**src/rtl/axi_read_controller.sv**
```systemverilog
// axi_read_controller: turns single-DWORD PCIe memory read requests into
// AXI4-Lite reads and hands the returned data, status, lower address and
// byte count to the completion generator. One read in flight at a time.
module axi_read_controller #(
  parameter int unsigned TCQ               = 1,
  parameter int unsigned M_AXI_TDATA_WIDTH = 32,
  parameter int unsigned M_AXI_ADDR_WIDTH  = 32,
  parameter logic [63:0] BAR0AXI           = 64'h0,
  parameter logic [63:0] BAR1AXI           = 64'h0,
  parameter logic [63:0] BAR2AXI           = 64'h0,
  parameter logic [63:0] BAR3AXI           = 64'h0,
  parameter logic [63:0] BAR4AXI           = 64'h0,
  parameter logic [63:0] BAR5AXI           = 64'h0,
  parameter int unsigned BAR0SIZE          = 12,
  parameter int unsigned BAR1SIZE          = 12,
  parameter int unsigned BAR2SIZE          = 12,
  parameter int unsigned BAR3SIZE          = 12,
  parameter int unsigned BAR4SIZE          = 12,
  parameter int unsigned BAR5SIZE          = 12
) (
  input  logic                         m_axi_aclk,
  input  logic                         m_axi_areset,
  output logic [M_AXI_ADDR_WIDTH-1:0]  m_axi_araddr,
  output logic [2:0]                   m_axi_arprot,
  output logic                         m_axi_arvalid,
  input  logic                         m_axi_arready,
  input  logic [M_AXI_TDATA_WIDTH-1:0] m_axi_rdata,
  input  logic [1:0]                   m_axi_rresp,
  input  logic                         m_axi_rvalid,
  output logic                         m_axi_rready,
  input  logic                         mem_req_valid,
  output logic                         mem_req_ready,
  input  logic [2:0]                   mem_req_bar_hit,
  input  logic [31:0]                  mem_req_pcie_address,
  input  logic [3:0]                   mem_req_byte_enable,
  input  logic                         mem_req_write_readn,
  input  logic [15:0]                  mem_req_req_id,
  input  logic [7:0]                   mem_req_tag,
  input  logic [2:0]                   mem_req_tc,
  input  logic [1:0]                   mem_req_attr,
  output logic                         compl_valid,
  input  logic                         compl_ready,
  output logic [31:0]                  compl_data,
  output logic [2:0]                   compl_status,
  output logic [6:0]                   compl_lower_addr,
  output logic [11:0]                  compl_byte_count,
  output logic [15:0]                  compl_req_id,
  output logic [7:0]                   compl_tag,
  output logic [2:0]                   compl_tc,
  output logic [1:0]                   compl_attr
);

  // TCQ is kept so existing parameter maps still bind; registers model no delay.
  localparam int unsigned TCQ_UNUSED = TCQ;

  typedef enum logic [3:0] {
    IDLE      = 4'b0001,
    READ_REQ  = 4'b0010,
    READ_DATA = 4'b0100,
    CPL_REQ   = 4'b1000
  } state_t;

  state_t state, state_next;

  logic accept;
  logic bar_ok;
  logic unused_rresp;

  assign m_axi_arprot = 3'b000;
  assign unused_rresp = m_axi_rresp[0];
  assign bar_ok       = (mem_req_bar_hit < 3'd6);
  assign accept       = (state == IDLE) && mem_req_valid && mem_req_ready && !mem_req_write_readn;

  // Base bits above the aperture, request DWORD offset inside it.
  function automatic logic [M_AXI_ADDR_WIDTH-1:0] map_addr(
    input logic [63:0] base, input int unsigned size, input logic [31:0] addr);
    logic [M_AXI_ADDR_WIDTH-1:0] r;
    r = '0;
    for (int unsigned i = 0; i < M_AXI_ADDR_WIDTH; i++) begin
      if (i < 2)                     r[i] = 1'b0;
      else if (i < size && i < 32)   r[i] = addr[i];
      else                           r[i] = base[i];
    end
    return r;
  endfunction

  function automatic logic [1:0] be_low(input logic [3:0] be);
    logic [1:0] lo;
    lo = 2'b00;
    if (be[0] || be == 4'b0000) lo = 2'b00;
    else if (be[1])             lo = 2'b01;
    else if (be[2])             lo = 2'b10;
    else                        lo = 2'b11;
    return lo;
  endfunction

  function automatic logic [11:0] be_count(input logic [3:0] be);
    logic [11:0] n;
    casez (be)
      4'b1??1:                   n = 12'd4;
      4'b01?1, 4'b1?10:          n = 12'd3;
      4'b0011, 4'b0110, 4'b1100: n = 12'd2;
      default:                   n = 12'd1;
    endcase
    return n;
  endfunction

  // State register.
  always_ff @(posedge m_axi_aclk) begin
    if (m_axi_areset) state <= IDLE;
    else              state <= state_next;
  end

  // Next-state decode and handshake outputs.
  always_comb begin
    state_next    = state;
    m_axi_arvalid = 1'b0;
    m_axi_rready  = 1'b0;
    compl_valid   = 1'b0;
    case (state)
      IDLE:      if (accept) state_next = bar_ok ? READ_REQ : CPL_REQ;
      READ_REQ: begin
        m_axi_arvalid = 1'b1;
        if (m_axi_arready) state_next = READ_DATA;
      end
      READ_DATA: begin
        m_axi_rready = 1'b1;
        if (m_axi_rvalid) state_next = CPL_REQ;
      end
      CPL_REQ: begin
        compl_valid = 1'b1;
        if (compl_ready) state_next = IDLE;
      end
      default:   state_next = IDLE;
    endcase
  end

  // Request capture, read-data capture and registered ready.
  always_ff @(posedge m_axi_aclk) begin
    if (m_axi_areset) begin
      mem_req_ready    <= 1'b0;
      m_axi_araddr     <= '0;
      compl_data       <= '0;
      compl_status     <= '0;
      compl_lower_addr <= '0;
      compl_byte_count <= '0;
      compl_req_id     <= '0;
      compl_tag        <= '0;
      compl_tc         <= '0;
      compl_attr       <= '0;
    end else begin
      mem_req_ready <= (state_next == IDLE);
      if (accept) begin
        case (mem_req_bar_hit)
          3'd0:    m_axi_araddr <= map_addr(BAR0AXI, BAR0SIZE, mem_req_pcie_address);
          3'd1:    m_axi_araddr <= map_addr(BAR1AXI, BAR1SIZE, mem_req_pcie_address);
          3'd2:    m_axi_araddr <= map_addr(BAR2AXI, BAR2SIZE, mem_req_pcie_address);
          3'd3:    m_axi_araddr <= map_addr(BAR3AXI, BAR3SIZE, mem_req_pcie_address);
          3'd4:    m_axi_araddr <= map_addr(BAR4AXI, BAR4SIZE, mem_req_pcie_address);
          3'd5:    m_axi_araddr <= map_addr(BAR5AXI, BAR5SIZE, mem_req_pcie_address);
          default: m_axi_araddr <= '0;
        endcase
        compl_lower_addr <= {mem_req_pcie_address[6:2], be_low(mem_req_byte_enable)};
        compl_byte_count <= be_count(mem_req_byte_enable);
        compl_req_id     <= mem_req_req_id;
        compl_tag        <= mem_req_tag;
        compl_tc         <= mem_req_tc;
        compl_attr       <= mem_req_attr;
        if (!bar_ok) begin
          compl_data   <= '0;
          compl_status <= 3'b001;
        end
      end
      if (state == READ_DATA && m_axi_rvalid) begin
        compl_data   <= m_axi_rdata[31:0];
        compl_status <= m_axi_rresp[1] ? 3'b100 : 3'b000;
      end
    end
  end

endmodule

```
**config.mk**
```make
export PLATFORM = sky130hd
export DESIGN_NAME = axi_read_controller
export DESIGN_NICKNAME = d
export VERILOG_FILES = /design/src/rtl/axi_read_controller.sv
export SDC_FILE = /design/constraint.sdc
export NUM_CORES = 1
export LEC_CHECK = 0
export BUFFER_PORTS_ARGS = -buffer_cell sky130_fd_sc_hd__buf_4
export CAP_MARGIN = 20
export CORE_MARGIN = 5
export CORE_UTILIZATION = 41
export DETAILED_ROUTE_END_ITERATION = 6
export HOLD_SLACK_MARGIN = 0.05
export MAX_ROUTING_LAYER = met4
export PLACE_DENSITY_LB_ADDON = 0.05
export SYNTH_ARGS = -nofsm -noshare
export SYNTH_HDL_FRONTEND = slang
export SYNTH_SLANG_ARGS = --single-unit
export TNS_END_PERCENT = 50
```
**constraint.sdc**
```tcl
create_clock -name m_axi_aclk -period 2.61 [get_ports m_axi_aclk]
set_input_delay 0.261 -clock m_axi_aclk [delete_from_list [all_inputs] [get_ports m_axi_aclk]]
set_output_delay 0.261 -clock m_axi_aclk [all_outputs]
set_load 0.01 [all_outputs]
```
## Word level (Yosys, flattened, before mapping)

Index checks and enable logic that the tools add are counted.

- Register bits after elaboration: 120
- Input bits: 109
- Output and inout bits: 122
- Logic and storage cells: 63

- Order comparisons: 1
- Eq/ne operators: 17
- Muxes and demuxes: 21
- Reduce and logical (&&, ||, !) cells: 13

Operators by type and width:

| operator | count |
|---|---|
| $mux 32 | 3 |
| $mux 4 | 5 |
| $pmux 4 s4 | 1 |
| $mux 12 | 1 |
| $mux 3 | 4 |
| $eq 3x2->1 const B | 3 |
| $eq 3x3->1 const B | 3 |
| $pmux 3 s3 | 1 |
| $eq 4x1->1 const B | 2 |
| $eq 4x2->1 const B | 2 |
| $eq 4x3->1 const B | 2 |
| $eq 4x4->1 const B | 2 |
| $reduce_or 6->1 | 1 |
| $logic_and 1x1->1 | 4 |
| $logic_not 4->1 | 1 |
| $mux 1 | 4 |
| $mux 2 | 2 |
| $eq 3x1->1 const B | 1 |
| $logic_not 3->1 | 1 |
| $lt 3x3->1 const B | 1 |
| $reduce_or 3->1 | 1 |
| $eq 2x2->1 const B | 1 |
| $ne 2x1->1 const B | 1 |
| $reduce_and 2->1 | 1 |
| 4 further kinds | 4 |

## Longest topological paths before layout

- Depth after elaboration: 7
- Mapped depth: 6
- Gate-level depth less buffers: 4

## Worst setup path before layout

No wires, ideal clock.

- Path kind: flip-flop to flip-flop
- From: register state[2]
- To: register compl_data[10]
- Library setup time: 117 ps
- Arrival time: 1821 ps
- Required time: 2493 ps
- Slack: 672 ps
- Stages on the path, launching flop included: 6
- Path buffers: 1
- Clock period less this slack: 1938 ps
- Path through: dfxtp_1 nor4b_1 and2_1 a311oi_1 clkbuf_1 a22o_1

- Cells in the longest elaborated chain, start to end: 6
- Elaborated cells on any way between the ends: 10
- Those cells by class: 3 x eq/ne; 1 x mux; 6 x reduce/logical

Ends and longest elaborated chain:

| what | line | text |
|---|---|---|
| from (decl) | 63 | `state_t state, state_next;` |
| from (signal assigned) | 111 | `else state <= state_next;` |
| $eq 4x1->1 | 72 | `assign accept = (state == IDLE) && mem_req_valid && mem_req_ready && !mem_req_write_readn;` |
| $logic_and 1x1->1 (3 in a row) | 72 |  |
| $reduce_bool 2->1 (no line) | n/a |  |
| $reduce_and 2->1 (no line) | n/a |  |
| to (signal assigned) | 175 | `compl_data <= m_axi_rdata[31:0];` |
| to (decl) | 43 | `output logic [31:0] compl_data,` |

Several ways; a longest one is shown, not always the timed one.
A chain may end at the register's enable or synchronous reset.

## Final worst setup path

- From: register state[3]
- To: register mem_req_ready

- Cells in the longest elaborated chain, start to end: 7
- Elaborated cells on any way between the ends: 13
- Those cells by class: 5 x eq/ne; 5 x mux; 3 x reduce/logical

Ends and longest elaborated chain:

| what | line | text |
|---|---|---|
| $eq 4x1->1 | 72, 120 |  |
| $logic_and 1x1->1 (3 in a row) | 72 |  |
| $mux 4 | 121 | `IDLE: if (accept) state_next = bar_ok ? READ_REQ : CPL_REQ;` |
| $pmux 4 s4 (*) | 120 | `case (state)` |
| $eq 4x1->1 (*) | 152 | `mem_req_ready <= (state_next == IDLE);` |
| to (signal assigned) | 152 |  |
| to (decl) | 32 | `output logic mem_req_ready,` |

Mark *: on every way between the ends. The rest lies on a longest branch, timed or not.

==> results.yml <==
outcome:
  status: "finished clean"
worst_setup_path:
  worstSetupStartpointType: "flop"
  ff2ff_path_depth: 5
  slowest_stage: "sky130_fd_sc_hd__or4_1"
  critPathRequiredTime_ps: 2820
  cp_max_fo: 47
  critPathBufInv: 1
  arrival_ps: 2240
  critical_path.reg2reg.startpoint: "state[3]"
  critPathMaxStageDelay_ps: 640
  setup.worst_path.end_class: "flop"
  list_of_cells_traversed_by_the_critical_path: "or2_1, or4_1, buf_4, o21ai_0, nor2_1"
  criticalPathCategory: "flop to flop"
  regToRegEndpoint: "mem_req_ready"
  top_delay_family_on_crit_path: "simple AND/OR/NAND/NOR gates"
  worst_setup_path_startpoint: "state[3]"
  worst-r2r-setup-slack_ps: 570
power:
  p_leak_nw: 2.12
  power.ir.vdd_worst_uv: 347
  power.density_nw_per_um2: 536
synth:
  synth-adder-area-share_pct: 0
  synth_area_um2: 3290
  netlist_top_cells_area: "sky130_fd_sc_hd__dfxtp_1, sky130_fd_sc_hd__nand2_1, sky130_fd_sc_hd__a22o_1, sky130_fd_sc_hd__buf_4, sky130_fd_sc_hd__a21oi_1"
  postSynthRegisterBits: 88
  netlist.top_cell.by_area: "sky130_fd_sc_hd__dfxtp_1"
  ys_seq_area_share_pct: 53.6
  ys_warns: 0
  synth_area_in_simple_gates_pct: 16.2
  proportion_of_synthesized_area_in_mux_cells_pct: 0
  synth_area_in_compound_gates_pct: 18.6
  combinational_family_with_the_most_area_after_synthesis: "compound AO/OA/AOI/OAI gates"
  synth_xor_xnor_area_share_pct: 0
  post_synth_num_cell_types: 27
  synth_cells: 370
  synth_largest_type_area_fraction_pct: 53.6
  avgSynthCellArea_um2: 8.88
routing:
  drt_first_pass_iters: 4
  detailed_route_wire_length_per_cell_um: 14.1
  num_vias: 3026
  dr.first_iter.drc_count: 116
  antenna_left: 0
  drt-total-wl_um: 8950
  drcViolationCount: 0
  avgViaCountPerCell: 4.77
finish:
  fraction_of_layout_cells_with_a_size_suffix_above_1_pct: 35.8
  final_instance_area_um2: 4700
  utilization_after_layout_pct: 60.6
  finish.net_count: 639
  n_antenna_cell: 0
  layout-area-overhead-vs-synth_pct: 43.1
timing:
  skew_ps: 11.0
  setup_total_neg_slack_ps: 0
  report.final.slew_viol_count: 0
  final.min_clock_period_ps: 2040
  fin_ws_ps: 573
  report.final.hold_viol_count: 0
  count_of_endpoints_failing_setup_in_the_final_report: 0
  worst_pin_slew_ps: 642
  portion_of_the_clock_cycle_consumed_by_the_worst_path_in_the_final_layout_pct: 78.1
  clock.fmax_mhz: 491
  rsz0062_at_grt: "no"
  slew_headroom_pct: 56.6
floorplanning:
  initial_utilization_pct: 42.3
  floorplan.die.width_um: 99.5
  floorplan.die.height_um: 99.5
  design.core.area_um2: 7770
  floorplan.die_area_um2: 9900
  top_level_ports: 231
  placementRows: 32
grt:
  grt_first_pass_wirelength_um: 13800
  antenna_found_initial: 0
  globalRouteTotalUtil_pct: 17.6
  global_route.peak_usage_layer: "met2"
  use_met2_pct: 28.6
  use_met3_pct: 5.12
  grt_start_max_net_pins: 59
  grt_overflow: 0
  groute.layer.met1.usage_pct: 20.7
  number_of_global_route_vias_before_repair: 2831
run:
  cap_viol_max_count: 0
worst_hold_path:
  hold_path.startpoint: "m_axi_rdata[1]"
  holdCritPathClass: "input port to flop"
  worst_hold_path.num_cells: 2
  holdPathEnd: "compl_data[1]"
clock_tree:
  max-clock-path-buffers: 2
  htreeDepth: 3
  clkTransAtPathRegs_ps: 80
  ctsResizeCount: 0
  cts.sink_count: 88
  cts.root.buffer_cell: "sky130_fd_sc_hd__clkbuf_8"
  post-cts-setup-buffer-count: 0
  cts_inserted_buffers: 9
  hold_bufs_at_cts: 0
  cts_tree: "done"
  insertion_delay_ps: 350
placement:
  port_buffers: 171
  gp_congestion: 0.811
  detailedPlace.worstSlack_ps: 613
  dp.final_hpwl_um: 6420
  placement.cell_area_um2: 4530
report_power, final:
| part | total [mW] | internal, mW | switching (mW) |
|---|---|---|---|
| Combinational | 0.275 | 0.136 | 0.139 |
| Sequential | 1.38 | 1.37 | 0.0130 |
| Clock | 0.865 | 0.429 | 0.436 |
| Total | 2.52 | 1.93 | 0.588 |
stage by stage:
step                      cells  hold slack [ps]  power [mW]
final                       635              125        2.52
after CTS                   635              109        2.55
after floorplan             404              387        1.56
after global routing        635              102        2.64
after detailed placement    621              445        1.69
after global placement      621              439        1.68
cells by family after synthesis:
| kind of cell | after synthesis |
|---|---|
| AOI/OAI and AO/OA | 94 |
| buffers and inverters | 63 |
| DFF | 88 |
| other | 1 |
| and+or+nand+nor | 124 |
cell usage in the layout (no fill, tap or decap), types with 2 or more instances in the layout:
cell / netlist / routed
sky130_fd_sc_hd__buf_4: 35 / 174
sky130_fd_sc_hd__o21ai_0: 3 / 3
sky130_fd_sc_hd__inv_1: 3 / 3
sky130_fd_sc_hd__nor2_1: 9 / 8
sky130_fd_sc_hd__clkinv_2: 0 / 2
sky130_fd_sc_hd__nor4b_1: 3 / 3
sky130_fd_sc_hd__clkbuf_8: 0 / 9
sky130_fd_sc_hd__nand2b_1: 2 / 2
sky130_fd_sc_hd__nand2_1: 85 / 85
sky130_fd_sc_hd__nor2b_1: 2 / 2
sky130_fd_sc_hd__nand3_1: 13 / 13
sky130_fd_sc_hd__a211oi_1: 3 / 3
sky130_fd_sc_hd__nor3_1: 3 / 3
sky130_fd_sc_hd__conb_1: 1 / 35
sky130_fd_sc_hd__a22o_1: 33 / 33
sky130_fd_sc_hd__or4_1: 2 / 2
sky130_fd_sc_hd__a21oi_1: 51 / 51
sky130_fd_sc_hd__dfxtp_1: 88 / 88
worst max-delay path by stage:
stage	end	depth (start not counted)	slack [ps]
finish	mem_req_ready	5	570
global route	compl_data[5]	5	400
CTS	compl_data[5]	5	590
detailed placement	compl_data[16]	5	610
global placement	mem_req_ready	5	640
floorplan	compl_data[10]	5	670
cells in the mapped netlist, drive strengths merged:
cell	number
nand2b	2
nand3	13
clkbuf	18
conb	1
nand3b	1
nor4	1
nor2b	2
nor2	9
and2	1
a311oi	1
a31oi	1
or3	1
a22oi	1
buf	42
dfxtp	88
nor4b	3
o21ai	3
a211oi	3
inv	3
a21o	1
nor3	3
or2	1
a21oi	51
a22o	33
nand2	85
or4	2
final cells by class:
class | count | area, um2
clock buffer | 10 | 128
clock inverter | 4 | 47.5
fill | 743 | 3060
inverter | 3 | 11.3
multi-input combinational | 253 | 1300
sequential | 88 | 1760
tap | 102 | 128
timing repair buffer | 175 | 1330
sequential cells by signal, summed over array words and instances, names as in the netlist:
register / cells
compl_data: 32
compl_req_id: 16
m_axi_araddr: 10
compl_tag: 8
compl_lower_addr: 7
state: 4
compl_byte_count: 3
compl_tc: 3
compl_attr: 2
compl_status: 2
mem_req_ready: 1
routing by layer:
| metal | vias up | wire length, um |
|---|---|---|
| li1 | 1502 | - |
| met1 | 1369 | 3700 |
| met2 | 137 | 4360 |
| met3 | 18 | 725 |
| met4 | 0 | 172 |
| met5 | - | 0 |
Note: power is estimated with default switching activity, not from simulation.
